`src/rtl/mux_arb_pkg.sv`:
```
`default_nettype none
// ============================================================================
// Module      : mux_arb_pkg
// Description : Shared definitions for the two-requester round-robin channel
//               arbiter: default widths, burst-counter width and the
//               arbiter state encoding.
// Revision    : 1.0 - initial release
// ============================================================================
package mux_arb_pkg;

    localparam int unsigned c_DEFAULT_W         = 8;
    localparam int unsigned c_DEFAULT_MAX_BURST = 4;
    localparam int unsigned c_CNT_W             = 4;

    typedef enum logic [1:0] {
        ST_IDLE  = 2'd0,
        ST_OWN_A = 2'd1,
        ST_OWN_B = 2'd2
    } arb_state_e;

endpackage : mux_arb_pkg
`default_nettype wire

```
`src/rtl/mux2_bus.sv`:
```
`default_nettype none
// ============================================================================
// Module      : mux2_bus
// Description : W-bit 2:1 data multiplexer, purely combinational.
// Ports       : S  - select (0 = A, 1 = B)
//               A  - input word A
//               B  - input word B
//               X  - selected word
// Revision    : 1.0 - initial release
// ============================================================================
module mux2_bus #(
    parameter int unsigned W = 8
) (
    input  logic         S,
    input  logic [W-1:0] A,
    input  logic [W-1:0] B,
    output logic [W-1:0] X
);

    assign X = S ? B : A;

endmodule : mux2_bus
`default_nettype wire

```
`src/rtl/mux2_rr_arbiter.sv`:
```
`default_nettype none
// ============================================================================
// Module      : mux2_rr_arbiter
// Description : Round-robin arbiter granting one shared output channel to
//               one of two requesters, with a bounded burst length while the
//               other side is waiting and direct (bubble-free) handover.
// Ports       : CLK    - clock, rising edge
//               RST_N  - asynchronous active-low reset
//               REQ_A  - requester A has data pending
//               DATA_A - requester A data
//               REQ_B  - requester B has data pending
//               DATA_B - requester B data
//               READY  - downstream accepts DATA_X this cycle
//               GNT_A  - A owns the channel
//               GNT_B  - B owns the channel
//               S      - data select (0 = A, 1 = B)
//               VALID  - DATA_X carries a valid word
//               DATA_X - selected data
// Revision    : 1.0 - initial release
// ============================================================================
module mux2_rr_arbiter
    import mux_arb_pkg::*;
#(
    parameter int unsigned W         = c_DEFAULT_W,
    parameter int unsigned MAX_BURST = c_DEFAULT_MAX_BURST   // legal 1..15
) (
    input  logic         CLK,
    input  logic         RST_N,
    input  logic         REQ_A,
    input  logic [W-1:0] DATA_A,
    input  logic         REQ_B,
    input  logic [W-1:0] DATA_B,
    input  logic         READY,
    output logic         GNT_A,
    output logic         GNT_B,
    output logic         S,
    output logic         VALID,
    output logic [W-1:0] DATA_X
);

    localparam logic [c_CNT_W-1:0] c_MAX = c_CNT_W'(MAX_BURST);

    arb_state_e         state_q, state_d;
    logic               last_q,  last_d;    // 0 = A served last, 1 = B
    logic [c_CNT_W-1:0] cnt_q,   cnt_d;

    logic               w_valid;
    logic               w_xfer;
    logic [c_CNT_W-1:0] w_cnt_inc;
    logic               w_burst_done;

    assign w_valid      = ((state_q == ST_OWN_A) && REQ_A) ||
                          ((state_q == ST_OWN_B) && REQ_B);
    // READY only matters when a word is actually on offer.
    assign w_xfer       = w_valid && READY;
    assign w_cnt_inc    = cnt_q + 1'b1;
    assign w_burst_done = w_xfer && (w_cnt_inc == c_MAX);

    // ------------------------------------------------------------------
    // State register
    // ------------------------------------------------------------------
    always_ff @(posedge CLK or negedge RST_N) begin
        if (!RST_N) begin
            state_q <= ST_IDLE;
            last_q  <= 1'b1;        // pretend B was last so A wins the first tie
            cnt_q   <= '0;
        end else begin
            state_q <= state_d;
            last_q  <= last_d;
            cnt_q   <= cnt_d;
        end
    end

    // ------------------------------------------------------------------
    // Next-state logic
    // ------------------------------------------------------------------
    always_comb begin
        state_d = state_q;
        last_d  = last_q;
        cnt_d   = cnt_q;

        case (state_q)
            ST_IDLE: begin
                if (REQ_A && REQ_B) begin
                    state_d = last_q ? ST_OWN_A : ST_OWN_B;
                end else if (REQ_A) begin
                    state_d = ST_OWN_A;
                end else if (REQ_B) begin
                    state_d = ST_OWN_B;
                end
            end

            ST_OWN_A: begin
                // A dropping its request abandons any unaccepted word.
                if (!REQ_A) begin
                    state_d = REQ_B ? ST_OWN_B : ST_IDLE;
                end else if (w_xfer) begin
                    if (w_burst_done) begin
                        cnt_d = '0;
                        if (REQ_B) begin
                            state_d = ST_OWN_B;
                        end
                    end else begin
                        cnt_d = w_cnt_inc;
                    end
                end
            end

            ST_OWN_B: begin
                if (!REQ_B) begin
                    state_d = REQ_A ? ST_OWN_A : ST_IDLE;
                end else if (w_xfer) begin
                    if (w_burst_done) begin
                        cnt_d = '0;
                        if (REQ_A) begin
                            state_d = ST_OWN_A;
                        end
                    end else begin
                        cnt_d = w_cnt_inc;
                    end
                end
            end

            default: begin
                state_d = ST_IDLE;
            end
        endcase

        // Any change of owner restarts the burst and records the new owner.
        if (state_d != state_q) begin
            cnt_d = '0;
            if (state_d == ST_OWN_A) begin
                last_d = 1'b0;
            end else if (state_d == ST_OWN_B) begin
                last_d = 1'b1;
            end
        end
    end

    // ------------------------------------------------------------------
    // Output logic
    // ------------------------------------------------------------------
    always_comb begin
        GNT_A = (state_q == ST_OWN_A);
        GNT_B = (state_q == ST_OWN_B);
        S     = (state_q == ST_OWN_B);
        VALID = w_valid;
    end

    mux2_bus #(
        .W (W)
    ) u_mux2_bus (
        .S (S),
        .A (DATA_A),
        .B (DATA_B),
        .X (DATA_X)
    );

endmodule : mux2_rr_arbiter
`default_nettype wire
```
`config.mk`:
```
export PLATFORM = sky130hd
export DESIGN_NAME = mux2_rr_arbiter
export DESIGN_NICKNAME = d
export VERILOG_FILES = /design/src/rtl/mux_arb_pkg.sv /design/src/rtl/mux2_bus.sv /design/src/rtl/mux2_rr_arbiter.sv
export SDC_FILE = /design/constraint.sdc
export NUM_CORES = 1
export LEC_CHECK = 0
export ABC_CLOCK_PERIOD_IN_PS = 2750
export CAP_MARGIN = 15
export CORE_MARGIN = 4
export CORE_UTILIZATION = 41
export CTS_CLUSTER_SIZE = 10
export DETAILED_ROUTE_END_ITERATION = 16
export MAX_ROUTING_LAYER = met4
export PLACE_DENSITY = 0.79
export SLEW_MARGIN = 10
export SYNTH_ARGS = -nofsm -noshare
export SYNTH_HDL_FRONTEND = slang
export SYNTH_SLANG_ARGS = --single-unit
```
`constraint.sdc`:
```
create_clock -name CLK -period 2.75 [get_ports CLK]
set_clock_uncertainty 0.05 [all_clocks]
set_input_delay 0.6875 -clock CLK [delete_from_list [all_inputs] [get_ports CLK]]
set_output_delay 0.6875 -clock CLK [all_outputs]
set_load 0.01 [all_outputs]
```
==> results of run 1 <==
==> cells in the mapped netlist, types with 2 or more instances <==
cell / number / area (um^2)
a21oi_1: 8 / 40.04
mux2_2: 8 / 90.09
dfrtp_1: 6 / 150.1
ha_1: 6 / 75.07
nor2_1: 5 / 18.77
buf_4: 4 / 30.03
inv_1: 4 / 15.01
mux2i_1: 4 / 40.04
nand2b_1: 4 / 25.02
nand2_1: 3 / 11.26
a211o_1: 2 / 17.52
a21o_1: 2 / 15.01
nand3_1: 2 / 10.01
nor3_1: 2 / 10.01
o211ai_2: 2 / 25.02
o21a_1: 2 / 15.01
o21ai_0: 2 / 10.01
o31ai_1: 2 / 15.01
or3_1: 2 / 12.51
==> registers in the layout (all words and copies together), names as in the netlist <==
| name | count |
|---|---|
| state_q | 2 |
| last_q | 1 |
| cnt_q | 4 |
==> final timing paths <==
path	slack, ns	start	end
max	0.05	REQ_B	VALID
min	0.44	last_q$_DFFE_PN1P_	last_q$_DFFE_PN1P_
max reg2reg	0.28	state_q[1]$_DFF_PN0_	last_q$_DFFE_PN1P_
min reg2reg	0.44	last_q$_DFFE_PN1P_	last_q$_DFFE_PN1P_
max in group asynchronous	1.73	RST_N	last_q$_DFFE_PN1P_
min in group asynchronous	0.65	RST_N	cnt_q[1]$_DFFE_PN0P_
==> routing by layer <==
layer	up-vias	share of wire	global-route usage
li1	381	-	-
met1	354	0.41	0.1851
met2	38	0.49	0.3022
met3	4	0.088	0.03858
met4	0	0.015	0.06726
met5	-	0	-
==> layout by cell type (no fill, tap or decap), types with 3 or more instances in the layout <==
cell type	instances
nand2_1	3
ha_1	5
nor2_1	5
mux2i_1	4
mux2_2	8
inv_1	3
nand2b_1	4
clkbuf_4	3
clkdlybuf4s50_1	32
a21oi_1	8
buf_4	10
dfrtp_1	6
==> worst max-delay path, stage by stage <==
cell	delay, ns
clkdlybuf4s50_1	0.50
a22o_1	0.21
clkdlybuf4s50_1	0.56
==> stage by stage <==
stage / hold WS (ns) / power (mW) / area [um^2] / util
global placement: 0.4171 / 0.8483 / 1145 / 0.6630
finish: 0.4368 / 0.9807 / 1184 / 0.6855
floorplan: 0.3419 / 0.5906 / 748.2 / -
detailed placement: 0.4259 / 0.8690 / 1145 / 0.6630
global route: 0.4741 / 1.058 / 1184 / 0.6855
CTS: 0.4445 / 0.9737 / 1174 / 0.6797
==> logic make-up (layout without fill, tap and decap cells) <==
group                    after synthesis  after routing
AO/OA/AOI/OAI                         22             22
buffers and inverters                  8             50
AND/OR/NAND/NOR                       26             26
adder cells (fa/ha/maj)                6              6
XOR/XNOR                               1              1
flip-flops                             7              7
multiplexers                          12             12
==> final cells by class <==
cell class | instances | share of cell area
clock buffers | 4 | 0.02220
inverters | 4 | 0.01268
multi-input cells | 67 | 0.4556
flip-flops and latches | 7 | 0.1490
well taps | 25 | 0.02643
repair buffers | 42 | 0.3340
==> where the power goes <==
| part | leakage (nW) | total, mW | switching (mW) | internal (mW) |
|---|---|---|---|---|
| logic | 0.377 | 0.742 | 0.354 | 0.388 |
| registers | 0.0915 | 0.150 | 0.0181 | 0.132 |
| clock network | 0.0150 | 0.0885 | 0.0335 | 0.0551 |
==> what timing repair did <==
action | 4_1_cts | 5_1_grt
endpoints found under the setup margin | 10 | 8
resized for setup | 1 | 2
hold buffers | 0 | 0
==> summary.md, run 1 <==
| Metric | Value |
|---|---|
| Status | complete, no violations |
| Setup TNS | 0 ns |
| # fillers | 143 |
| Tcrit/Tclk final | 0.9805 |
| Setup bufs post-CTS | 0 |
| Full die area | 0.002573 mm^2 |
| Setup WS post-layout | 0.05370 ns |
| Nets@finish | 152 |
| Post-Synth Adder-Cell Area | 0.1003 |
| Remaining DRCs | 0 |
| Drt pass-1 iters | 4 |
| Reg clk slew, reported paths | 0.05 ns |
| Peak VDD IR | 0.0006654 V |
| Die Span Y | 50.72 um |
| WL/cell | 13.68 um |
| Clock sinks | 7 |
| Slew Limit Headroom | 0.7759 |
| LEAKAGE | 0.4831 nW |
| Required time worst endpoint | 2.01 ns |
| Clock root cell | clkbuf_4 |
| Antenna diodes | 0 |
| CP Class | primary input to output pin |
| Worst hold path type | flop to flop |
| Unique masters post-synth | 31 |
| CP Max Fanout | 3 |
| Synth Area in Compound Gates | 0.2074 |
| Avg Synthesized Cell Area | 9.125 um^2 |
| Vias | 777 |
| Top FF cell, synth | dfrtp_1 |
| Area taken by multi-input logic gates | 539.3 um^2 |
| Reg2reg path depth | 10 |
| Multiplexer share of the synthesized area | 0.1739 |
| DP Cell Count | 145 |
| Die Wd | 50.72 um |
| Routed WL | 2038 um |
| Post-Syn Nets | 109 |
| Synth Area in Simple Gates | 0.2107 |
| Htree depth | 1 |
| Area growth from synthesis to layout | 58.19% |
| PD cells | 828.5 mW/mm^2 |
| I/O Buffers | 32 |
| Max Root-Sink Buffers | 2 |
| RSZ-0062 raised after global routing | false |
| Aggregate global-route resource usage | 0.1712 |
| Largest net degree at the start of global routing | 12 |
| FFs w/ async S/R, synth | 1.000 |
| Xor and xnor area share after synthesis | 0.01171 |
| Post-route ant nets | 0 |
| Final HPWL from detailed placement | 1728 um |
| Syn. warnings | 0 |
| Setup violations, final | 0 |
| Drt initial violations | 17 |
| Synth Register Bits | 7 |
| Row cnt | 15 |
| Initial antenna violation count | 0 |
| Register area | 176.4 um^2 |
| Clock tree from TritonCTS | done |
| Seq/Total Area, Yosys | 0.2358 |
| Worst-Skew Late Latency | 0.24 ns |
| Largest family of logic cells by synthesized area | simple AND/OR/NAND/NOR gates |
| CP Launch Type | primary input |
| Max Slew Vio Count | 0 |
| EDFF count, synth | 0 |
| Core Region | 0.001727 mm^2 |
| Data arrival, critical path | 1.96 ns |
| Worst slew pin tran | 0.3343 ns |
| Ports | 33 |
| Max Cap Viol | 0 |
| Final GP Congestion | 0.7966 |
| Total CTS buffers | 3 |
| Cells after synthesis | 82 |
| Vias in the first global route | 792 |
| Routed vias/inst | 5.215 |
| Layout Cells excl Fill | 149 |
| Min Tclk post-route | 2.696 ns |
| F_max | 0.3709 GHz |
| Synthesized cell area | 748.2 um^2 |
| Global-route wire length before repair | 3401 um |
| Hold Vio Cnt, Final | 0 |
| Starting density of the core | 0.4333 |
| Pre-CTS WS | -0.007741 ns |
| WHS Path Cells | 2 |
| CP endpoint kind | output pin |
| Layout cells sized above 1 | 0.2500 |
| Remaining Overflow, GRT | 0 |
Note: power is estimated with default switching activity, not from simulation.
==> run 2: changes to the inputs <==
- SETUP_SLACK_MARGIN: not set -> 0.05
==> run 2 against run 1 <==
Design area is 0.21% higher. Via count is 0.26% higher. Critical path depth is 1 higher. Non-clock buffer count unchanged. Utilization up 0.15 points. Combinational power barely moved. Clock power hardly changed. Final cell count stayed put. First-iteration DRC count is the same. Register-to-register slack is essentially flat. Total power down 0.13%. Worst setup slack better by 0.077 ns.
==> summary.md, run 2 (synthesis gave the netlist of run 1 again) <==
| Metric | Value |
|---|---|
| Ports | 33 |
| CP Max Fanout | 11 |
| Routed vias/inst | 5.228 |
| Drt initial violations | 17 |
| Die Wd | 50.72 um |
| CP Class | flop to output pin |
| Nets@finish | 152 |
| Routed WL | 2060 um |
| CP endpoint kind | output pin |
| Vias in the first global route | 794 |
| Int Pwr | 0.5732 mW |
| Drt pass-1 iters | 4 |
| PD cells | 825.7 mW/mm^2 |
| Clock root cell | clkbuf_4 |
| Worst hold path type | flop to flop |
| Core Region | 0.001727 mm^2 |
| Slew Limit Headroom | 0.7796 |
| CP startpoint | state_q[0]$_DFF_PN0_ |
| Initial antenna violation count | 0 |
| Worst R2R Start | state_q[1]$_DFF_PN0_ |
| Data arrival, critical path | 1.88 ns |
| Max Cap Viol | 0 |
| Full die area | 0.002573 mm^2 |
| Pre-CTS WS | -0.007741 ns |
| Total CTS buffers | 3 |
| Switching Share | 0.4147 |
| Aggregate global-route resource usage | 0.1719 |
| Starting density of the core | 0.4333 |
| Comb pwr share | 0.756 |
| I/O Buffers | 32 |
| CP Launch Type | flop |
| Area growth from synthesis to layout | 58.53% |
| Hold Vio Cnt, Final | 0 |
| Global-route wire length before repair | 3401 um |
| Reg clk slew, reported paths | 0.05 ns |
| Required time worst endpoint | 2.01 ns |
| WL/cell | 13.83 um |
| Tcrit/Tclk final | 0.9526 |
| Vias | 779 |
| Setup violations, final | 0 |
| Most common cell after layout, fill and taps aside | clkdlybuf4s50_1 |
| Worst slew pin tran | 0.3289 ns |
| Clock share of power | 0.090 |
| Peak VDD IR | 0.0006634 V |
| Min Tclk post-route | 2.620 ns |
| Max Root-Sink Buffers | 2 |
| Clock tree from TritonCTS | done |
| Worst-Skew Late Latency | 0.24 ns |
| Top reg by flops | cnt_q |
| Max Slew Vio Count | 0 |
| F_max | 0.3817 GHz |
| Antenna diodes | 0 |
| Remaining Overflow, GRT | 0 |
| Status | complete, no violations |
| Max FFs per register | 4 |
| Largest net degree at the start of global routing | 12 |
| LEAKAGE | 0.4979 nW |
| Setup WS post-layout | 0.1305 ns |
| Leading cell types in the layout, fill and taps excluded | 31 x clkdlybuf4s50_1, 10 x buf_4, 8 x a21oi_1, 8 x mux2_2, 6 x dfrtp_1 |
| Layout cells sized above 1 | 0.2500 |
| Final HPWL from detailed placement | 1728 um |
| # hold bufs at CTS | 0 |
| Die Span Y | 50.72 um |
| WHS | 0.4375 ns |
| Hold_sp | last_q$_DFFE_PN1P_ |
| RSZ-0062 raised after global routing | true |
| Remaining DRCs | 0 |
| Largest registers | cnt_q (4), state_q (2), last_q (1) |
| Row cnt | 15 |
| Clock sinks | 7 |
| Post-route ant nets | 0 |
| Sequential share of power | 0.154 |
| Sw power | 0.4062 mW |
| Htree depth | 1 |
| Final GP Congestion | 0.7966 |
-- run 2: cell types whose count changed in the layout (fill, tap and decap cells not counted), sizes merged --
| cell | previous run | this run |
|---|---|---|
| clkdlybuf4s50 | 32 | 31 |
| dlymetal6s2s | 0 | 1 |
-- run 2: final cells by class --
cell class | count | area [um^2]
multi-input combinational | 67 | 539.3
fill | 143 | 540.5
timing repair buffer | 42 | 397.9
clock buffer | 4 | 26.28
sequential | 7 | 176.4
inverter | 4 | 15.01
tap | 25 | 31.28
-- run 2: worst max-delay path, stage by stage, from the launching register on --
cell and delay [ns]:
dfrtp_1 0.38, inv_1 0.18, ha_4 0.25, mux2_2 0.35, clkdlybuf4s50_1 0.48
-- run 2: power by group through the flow --
| stage | sequential [mW] | clock, mW | combinational, mW |
|---|---|---|---|
| 2_1_floorplan | 0.156 | 0 | 0.434 |
| 3_3_place_gp | 0.148 | 0 | 0.700 |
| 3_5_place_dp | 0.148 | 0 | 0.721 |
| 4_1_cts | 0.149 | 0.0949 | 0.742 |
| 5_1_grt | 0.154 | 0.100 | 0.803 |
| 6_report | 0.151 | 0.0885 | 0.740 |
-- run 2: repair_timing --
action / CTS / global route
pin swaps: 0 / 2
gates resized for setup: 2 / 2
cloned: 0 / 0
hold endpoints to repair: 0 / 0
setup buffers: 0 / 0
endpoints found under the setup margin: 10 / 6
-- run 2: routing by layer --
| metal | vias up | wire length, um | track usage |
|---|---|---|---|
| met4 | 0 | 14 | 0.06726 |
| li1 | 382 | - | - |
| met2 | 34 | 1025 | 0.3022 |
| met1 | 361 | 844 | 0.1869 |
| met3 | 2 | 175 | 0.03858 |
| met5 | - | 0 | - |
-- run 2: per-stage QoR --
step	cell area (um^2)	TNS [ns]	util	instances	power [mW]
finish	1186	0	0.6870	149	0.9794
global route	1186	0	0.6870	149	1.057
CTS	1184	0	0.6855	149	0.9855
detailed placement	1145	-0.007741	0.6630	145	0.8690
global placement	1145	0	0.6630	145	0.8483
floorplan	748.2	0	-	82	0.5906
-- run 2: path summary, 6_finish.rpt --
| path | endpoint | slack [ns] | cells past startpoint |
|---|---|---|---|
| worst min register to register | last_q$_DFFE_PN1P_ | 0.44 | 2 |
| worst min-delay path | last_q$_DFFE_PN1P_ | 0.44 | 2 |
| max in group asynchronous | last_q$_DFFE_PN1P_ | 1.73 | 1 |
| worst max-delay path | DATA_X[7] | 0.13 | 4 |
| worst max register to register | last_q$_DFFE_PN1P_ | 0.27 | 10 |
| min in group asynchronous | cnt_q[1]$_DFFE_PN0P_ | 0.65 | 1 |
==> run 3: changes to the inputs <==
- CORE_MARGIN: 4 -> 8
- SKIP_LAST_GASP: not set -> 1
==> run 3 against run 2 <==
Final cell count shrank 3.4%. Die area is 34% higher. Critical endpoint is now DATA_X[0]. Utilization is 2.0 points lower. Non-clock buffer count decreased by 5. Highest routed layer is now met3. Critical path depth fell by 1. Largest cell class unchanged.
==> summary.md, run 3 (synthesis gave the netlist of run 1 again) <==
| Metric | Value |
|---|---|
| CP Class | flop to output pin |
| Status | complete, no violations |
| FF-to-FF setup slack | 0.31 ns |
| F_max | 0.3834 GHz |
| Peak VDD IR | 0.0005359 V |
| Setup WS post-layout | 0.1415 ns |
| Layout cells sized above 1 | 0.2269 |
| Min Tclk post-route | 2.609 ns |
| Max Slew Vio Count | 0 |
| Worst slew pin tran | 0.3344 ns |
| Nets@finish | 147 |
| # hold bufs at CTS | 0 |
| Slew Limit Headroom | 0.7759 |
| Post-route ant nets | 0 |
| Total CTS buffers | 3 |
| Starting density of the core | 0.4333 |
| Full die area | 0.003448 mm^2 |
| Hold Vio Cnt, Final | 0 |
| Routed WL | 1996 um |
| CP Launch Type | flop |
| Final GP Congestion | 0.8165 |
| PD cells | 805.8 mW/mm^2 |
| # fillers | 152 |
| Register area | 176.4 um^2 |
| Largest registers | cnt_q (4), state_q (2), last_q (1) |
| Most common cell after layout, fill and taps aside | clkdlybuf4s50_1 |
| Largest net degree at the start of global routing | 13 |
| Htree depth | 1 |
| Clock tree from TritonCTS | done |
| Drt pass-1 iters | 4 |
| Max FFs per register | 4 |
| Worst-Skew Late Latency | 0.24 ns |
| Area taken by multi-input logic gates | 541.8 um^2 |
| Die Span Y | 58.72 um |
| Area growth from synthesis to layout | 53.85% |
| Antenna diodes | 0 |
| Core Region | 0.001727 mm^2 |
| Remaining Overflow, GRT | 0 |
| Aggregate global-route resource usage | 0.1200 |
| Ports | 33 |
| WL/cell | 13.86 um |
| Reg clk slew, reported paths | 0.05 ns |
| Tcrit/Tclk final | 0.9486 |
| Vias | 759 |
| Row cnt | 15 |
| Die Wd | 58.72 um |
| Max Root-Sink Buffers | 2 |
| Drt initial violations | 9 |
| RSZ-0062 raised after global routing | false |
| Final HPWL from detailed placement | 1676 um |
| Setup TNS | 0 ns |
| Clock sinks | 7 |
| Worst hold path type | flop to flop |
| Required time worst endpoint | 2.01 ns |
| LEAKAGE | 0.4714 nW |
| Setup violations, final | 0 |
| Routed vias/inst | 5.271 |
| Vias in the first global route | 749 |
| Max Cap Viol | 0 |
| Leading cell types in the layout, fill and taps excluded | 31 x clkdlybuf4s50_1, 8 x a21oi_1, 8 x mux2_2 |
| Clock root cell | clkbuf_4 |
| CP Max Fanout | 12 |
| Data arrival, critical path | 1.87 ns |
| CP endpoint kind | output pin |
| Pre-CTS WS | -0.001323 ns |
| Initial antenna violation count | 0 |
| Global-route wire length before repair | 3305 um |
| Top reg by flops | cnt_q |
| I/O Buffers | 32 |
| Remaining DRCs | 0 |
==> run 3: path summary, 6_finish.rpt <==
kind,from,to,depth (start not counted)
min,last_q$_DFFE_PN1P_,last_q$_DFFE_PN1P_,2
min in group asynchronous,RST_N,state_q[1]$_DFF_PN0_,1
max reg2reg,state_q[1]$_DFF_PN0_,last_q$_DFFE_PN1P_,9
max,state_q[1]$_DFF_PN0_,DATA_X[0],3
max in group asynchronous,RST_N,last_q$_DFFE_PN1P_,1
min reg2reg,last_q$_DFFE_PN1P_,last_q$_DFFE_PN1P_,2
==> run 3: per-stage QoR <==
step                cell area [um^2]  power [mW]  cells  utilization  hold WS [ns]
floorplan                      748.2      0.5906     82            -        0.3419
global placement                1107      0.8050    140       0.6413        0.4198
detailed placement              1107      0.8221    140       0.6413        0.4297
CTS                             1139      0.9244    144       0.6594        0.4376
global route                    1151       1.006    144       0.6667        0.4470
finish                          1151      0.9276    144       0.6667        0.4356
==> run 3: repair_timing <==
| item | CTS | global route |
|---|---|---|
| setup buffers | 0 | 0 |
| setup endpoints to repair | 11 | 9 |
| resized for setup | 2 | 3 |
| hold endpoints to repair | 0 | 0 |
==> run 3: worst max-delay path, cell delays in order (launching register included) <==
cell and delay [ns]:
dfrtp_1 0.50, ha_4 0.29, mux2_2 0.35, clkdlybuf4s50_1 0.49
==> run 3: layout make-up <==
class / count / area share
Clock buffer: 4 / 0.02283
Multi-Input combinational cell: 67 / 0.4707
Tap cell: 25 / 0.02717
Sequential cell: 7 / 0.1533
Inverter: 4 / 0.01304
Timing Repair Buffer: 37 / 0.3130
==> run 3: routing by layer <==
metal  routed length, um  vias up  global-route usage
met4                   0        0             0.04096
met1                 965      358              0.1466
met3                 174        0             0.02826
met5                   0        -                   -
met2                 856       27              0.1885
li1                    -      374                   -
==> run 3: report_power, final <==
group	switching (mW)	internal, mW	leakage, nW
logic	0.328	0.354	0.365
clock network	0.0351	0.0552	0.0150
registers	0.0248	0.131	0.0915
==> RTL edit 1 (settings of run 2) <==
`c_CNT_W`: 4 -> 6.
--- a/src/rtl/mux_arb_pkg.sv
+++ b/src/rtl/mux_arb_pkg.sv
@@ -10,7 +10,7 @@
 
     localparam int unsigned c_DEFAULT_W         = 8;
     localparam int unsigned c_DEFAULT_MAX_BURST = 4;
-    localparam int unsigned c_CNT_W             = 4;
+    localparam int unsigned c_CNT_W             = 6;
 
     typedef enum logic [1:0] {
         ST_IDLE  = 2'd0,
Check against the original RTL: no difference found for any inputs over 10 cycles, from zero or initial values and one cycle with RST_N low; that may be too few to reach the edited logic, so the function may still have changed.
==> RTL edit 1 against run 2 <==
  * Combinational power increased by 5.5%
  * Total power increased by 10%
  * Worst setup slack worse by 0.033 ns
  * Via count increased by 48%
  * Routed wire length increased by 52%
  * Critical endpoint is now last_q
  * Hold slack gained 0.026 ns
  * Design area increased by 39%
  * First-iteration DRC count increased by 88%
  * Sequential cell count up 2
  * Synthesized area rose by 50%
==> RTL edit 1: results (changes against run 2) <==
- Crit path max-delay cell type: dfrtp_2
- Total number of vias: 1151 (+48%)
- Sequential area share after synthesis: 20.2% (-3.4 points)
- Min Hold Slack: 0.463 ns (+0.0258 ns)
- Fillers: 207 (+45%)
- RePlAce Congestion: 0.876 (+9.9%)
- CP arrival: 2.78 ns (+0.90 ns)
- Dpl ws: -0.321 ns (-0.313 ns)
- Largest delay share family, worst path: simple AND/OR/NAND/NOR gates
- First-pass GRT wire length: 5090 um (+50%)
- WL final: 3140 um (+52%)
- Synth Instances: 123 (+50%)
- Distinct cells, synth: 54 (+74%)
- Least-Margin Pin Slew: 0.380 ns (+0.0507 ns)
- Biggest regs: cnt_q x6, state_q x2, last_q x1
- Via-per-instance ratio: 5.70 (+9.0%)
- Placed cells: 193 (+33%)
- Initial DRC Count: 32 (+15)
- Multi-input gate area: 843 sq um (+56%)
- All-Layer GR Usage: 19.0% (+1.8 points)
- Post-DP Area: 1530 sq um (+33%)
- Slowest stage delay, CP: 0.46 ns (-0.02 ns)
- Leakage power total: 0.708 nW (+42%)
- Final nets: 201 (+32%)
- Status: finished, final reports clean
- Final HPWL DP: 2460 um (+42%)
- Most frequent cells after synthesis: nor2_1 (9), dfrtp_1 (8), inv_1 (8), mux2_2 (8), nand2_1 (8)
- Maximum number of pins on one net before global-route repair: 16 (+4)
- Synth Net Count: 151 (+39%)
- Max FO, Critical Path: 9 (-2)
- Layout cells sized above 1: 36.0% (+11 points)
- Root buffer cell: clkbuf_4
RTL edit 1: changes by cell type after synthesis, sizes merged, moves of 3 or more:
cell | run 2 | this run
inv | 4 | 8
a31oi | 0 | 3
a21oi | 9 | 3
a31o | 0 | 3
nand2 | 3 | 8
nor2 | 5 | 9
nand4 | 1 | 4
o21ai | 2 | 8
RTL edit 1: layer usage:
layer  share of wire [%]  GRT usage [%]
met2                  51           32.7
met5                   0              -
met4                 1.4           5.06
met3                 6.7           3.46
met1                  41           22.5
RTL edit 1: worst max path at each step:
| stage | slack, ns | from | endpoint | cells after the start |
|---|---|---|---|---|
| after floorplan | 0.05 | state_q[0] | last_q | 11 |
| after global placement | -0.23 | REQ_B | last_q | 10 |
| after detailed placement | -0.32 | REQ_B | last_q | 10 |
| after CTS | 0.07 | state_q[1] | last_q | 10 |
| after global routing | 0.02 | state_q[1] | last_q | 10 |
| final | 0.1 | state_q[1] | last_q | 10 |
RTL edit 1: timing repair:
item	CTS	global route
setup endpoints to repair	10	5
gates resized for setup	17	7
pin swaps	6	1
buffers inserted	5	0
RTL edit 1: where the power goes:
group          internal [W]  switching, W
logic              0.000398      0.000383
clock network     0.0000558     0.0000438
registers          0.000164     0.0000340
RTL edit 1: logic make-up after synthesis:
family | after synthesis | synth area share (%)
flip-flops | 9 | 20.2
AO/OA/AOI/OAI | 33 | 26.0
adder cells (fa/ha/maj) | 7 | 7.82
XOR/XNOR | 4 | 3.13
multiplexers | 12 | 11.6
AND/OR/NAND/NOR | 43 | 22.7
buffers and inverters | 15 | 8.49
RTL edit 1: layout make-up:
cell class	instances	area share [%]
multi-input cells	99	51.3
repair buffers	52	29.1
flip-flops and latches	9	13.9
well taps	30	2.28
inverters	8	1.83
clock buffers	4	1.60
==> RTL edit 2 (flow settings as in run 2) <==
Made on the original files. Reset style: synchronous (`RST_N`), changed in one clocked block. Comments in the files are not updated.
--- a/src/rtl/mux2_rr_arbiter.sv
+++ b/src/rtl/mux2_rr_arbiter.sv
@@ -59,7 +59,7 @@
     // ------------------------------------------------------------------
     // State register
     // ------------------------------------------------------------------
-    always_ff @(posedge CLK or negedge RST_N) begin
+    always_ff @(posedge CLK) begin
         if (!RST_N) begin
             state_q <= ST_IDLE;
             last_q  <= 1'b1;        // pretend B was last so A wins the first tie
Behaviour: differs if RST_N is asserted again (counterexample within 4 cycles, from zero or initial values and one cycle with RST_N low); with RST_N held inactive, the same outputs for 10 cycles.
==> RTL edit 2 against run 2 <==
  * Global-route usage is 4.0 points higher
  * Design area grew 14%
  * Worst setup slack got worse by 0.071 ns
  * Cell count rose by 15%
  * Sequential cell count unchanged
  * Synthesized area is 8.4% higher
  * Register-to-register slack got worse by 0.13 ns
  * Routed wire length rose by 23%
  * Highest routed layer unchanged
Power is not compared: it rests on default switching activity, and its combinational part moved more than twofold at a synthesized area within 25%.
==> RTL edit 2: results (changes against run 2) <==
- Slowest stage delay, CP: 0.41 ns (-0.07 ns)
- Reg clk slew, reported paths: 0.05 ns (about the same)
- Crit path max-delay cell type: clkdlybuf4s50_1
- First-pass GRT wire length: 4260 um (+25%)
- Fillers: 147 (+2.8%)
- Top cells by area, synth: dfxtp_1 (17%), mux2_2 (13%), ha_1 (9.3%), nand2b_1 (3.9%), nor2b_1 (3.9%)
- Initial DRC Count: 25 (+8)
- CTS Buf Count: 3 (unchanged)
- Worst skew pair latency: 0.25 ns
- Antenna violations before repair: 0 (unchanged)
- Switching power: 0.000211 W
- Async SR Flop Fraction: 0% (-100 points)
- Maximum number of pins on one net before global-route repair: 11 (-1)
- Number of global-route vias before repair: 934 (+18%)
- Ys Warns: 0 (unchanged)
- Port Buffers: 32 (unchanged)
- Leakage power total: 0.590 nW
- Final HPWL DP: 2020 um (+17%)
- Root buffer cell: clkbuf_4
- HP Class: reg2reg
- DRT Pass-1 Iters: 4 (unchanged)
- Distinct cells, synth: 39 (+26%)
- Layout cells sized above 1: 32.9% (+7.9 points)
- R2r worst-path depth: 11 (+1)
- All-Layer GR Usage: 21.2% (+4.0 points)
- RePlAce Congestion: 0.934 (+17%)
- Most frequent cells after synthesis: mux2_2 (9), dfxtp_1 (7), ha_1 (6)
- WL final: 2530 um (+23%)
- Largest delay share family, worst path: compound AO/OA/AOI/OAI gates
- Status: finished, final reports clean
- Hold path depth: 2 (unchanged)
- Final nets: 174 (+14%)
- Synth Net Count: 120 (+10%)
- Slew Limit Headroom: 70.3% (-7.6 points)
- Clock Path Buffers: 2 (unchanged)
- Via-per-instance ratio: 5.54 (+5.9%)
- Final setup fails: 0 (unchanged)
- Worst ir drop on vdd: 0.338 mV
- Biggest regs: cnt_q x4, state_q x2, last_q x1
- H-tree Lvls: 1 (unchanged)
- Max FO, Critical Path: 4 (-7)
- Antenna Diode Count: 0 (unchanged)
- Sequential area share after synthesis: 17.3% (-6.3 points)
==> RTL edit 2: cell types whose count changed after synthesis, sizes merged, moves of 4 or more <==
| cell | run 2 | this run |
|---|---|---|
| dfxtp | 0 | 7 |
| a21oi | 9 | 3 |
| dfrtp | 6 | 0 |
| a22oi | 0 | 4 |
| and3 | 0 | 4 |
| nor2b | 1 | 5 |
==> RTL edit 2: cell type report <==
cell class / count / area (sq um) / share of cell area [%]
clock buffer: 4 / 26.3 / 1.94
inverter: 7 / 26.3 / 1.94
multi-input combinational: 75 / 651 / 48.1
sequential: 7 / 140 / 10.4
tap: 25 / 31.3 / 2.31
timing repair buffer: 53 / 478 / 35.3
==> RTL edit 2: kinds of logic (layout without fill, tap and decap cells) <==
kind of cell / after synthesis / in the layout / share of synthesized area [%]
AND/OR/NAND/NOR: 30 / 30 / 22.2
AO/OA/AOI/OAI: 24 / 24 / 24.1
multiplexers: 14 / 14 / 19.4
buffers and inverters: 11 / 64 / 6.63
flip-flops: 7 / 7 / 17.3
adder cells (fa/ha/maj): 6 / 6 / 9.26
XOR/XNOR: 1 / 1 / 1.08
==> RTL edit 2: power groups by stage <==
stage	clock network, W	logic, W	registers (W)
2_1_floorplan	0	0.000186	0.000121
3_3_place_gp	0	0.000325	0.000122
3_5_place_dp	0	0.000337	0.000122
4_1_cts	0.0000943	0.000352	0.000121
5_1_grt	0.000101	0.000395	0.000123
6_report	0.0000908	0.000366	0.000122
==> RTL edit 2: routing by layer <==
layer	global-route usage (%)	wire, um	up-vias	part of all wire (%)
met5	-	0	-	0
met4	9.79	37	0	1.5
met2	35.3	1280	44	50
met3	3.13	186	4	7.3
li1	-	-	453	-
met1	24.8	1030	446	41
==> RTL edit 2: worst paths after layout <==
path                            startpoint        to  slack, ns
worst min-delay path              cnt_q[1]  cnt_q[1]       0.61
worst min register to register    cnt_q[1]  cnt_q[1]       0.61
worst max register to register  state_q[1]    last_q       0.14
worst max-delay path                 READY    last_q       0.06
==> RTL edit 2: stage by stage <==
| stage | std cells | setup WS (ns) | TNS [ns] | instance area (sq um) | hold slack [ns] |
|---|---|---|---|---|---|
| global placement | 164 | -0.249 | -0.271 | 1270 | 0.582 |
| floorplan | 93 | 0.134 | 0 | 811 | 0.548 |
| global route | 171 | -0.0225 | -0.0225 | 1350 | 0.661 |
| CTS | 169 | 0.0519 | 0 | 1330 | 0.615 |
| finish | 171 | 0.0599 | 0 | 1350 | 0.612 |
| detailed placement | 164 | -0.322 | -0.360 | 1270 | 0.600 |
==> RTL edit 2: what timing repair did <==
item / in CTS / in global routing
resized for setup: 9 / 3
setup endpoints to repair: 10 / 9
buffers inserted: 1 / 2
pin swaps: 3 / 2
endpoints found under the hold margin: 0 / 0
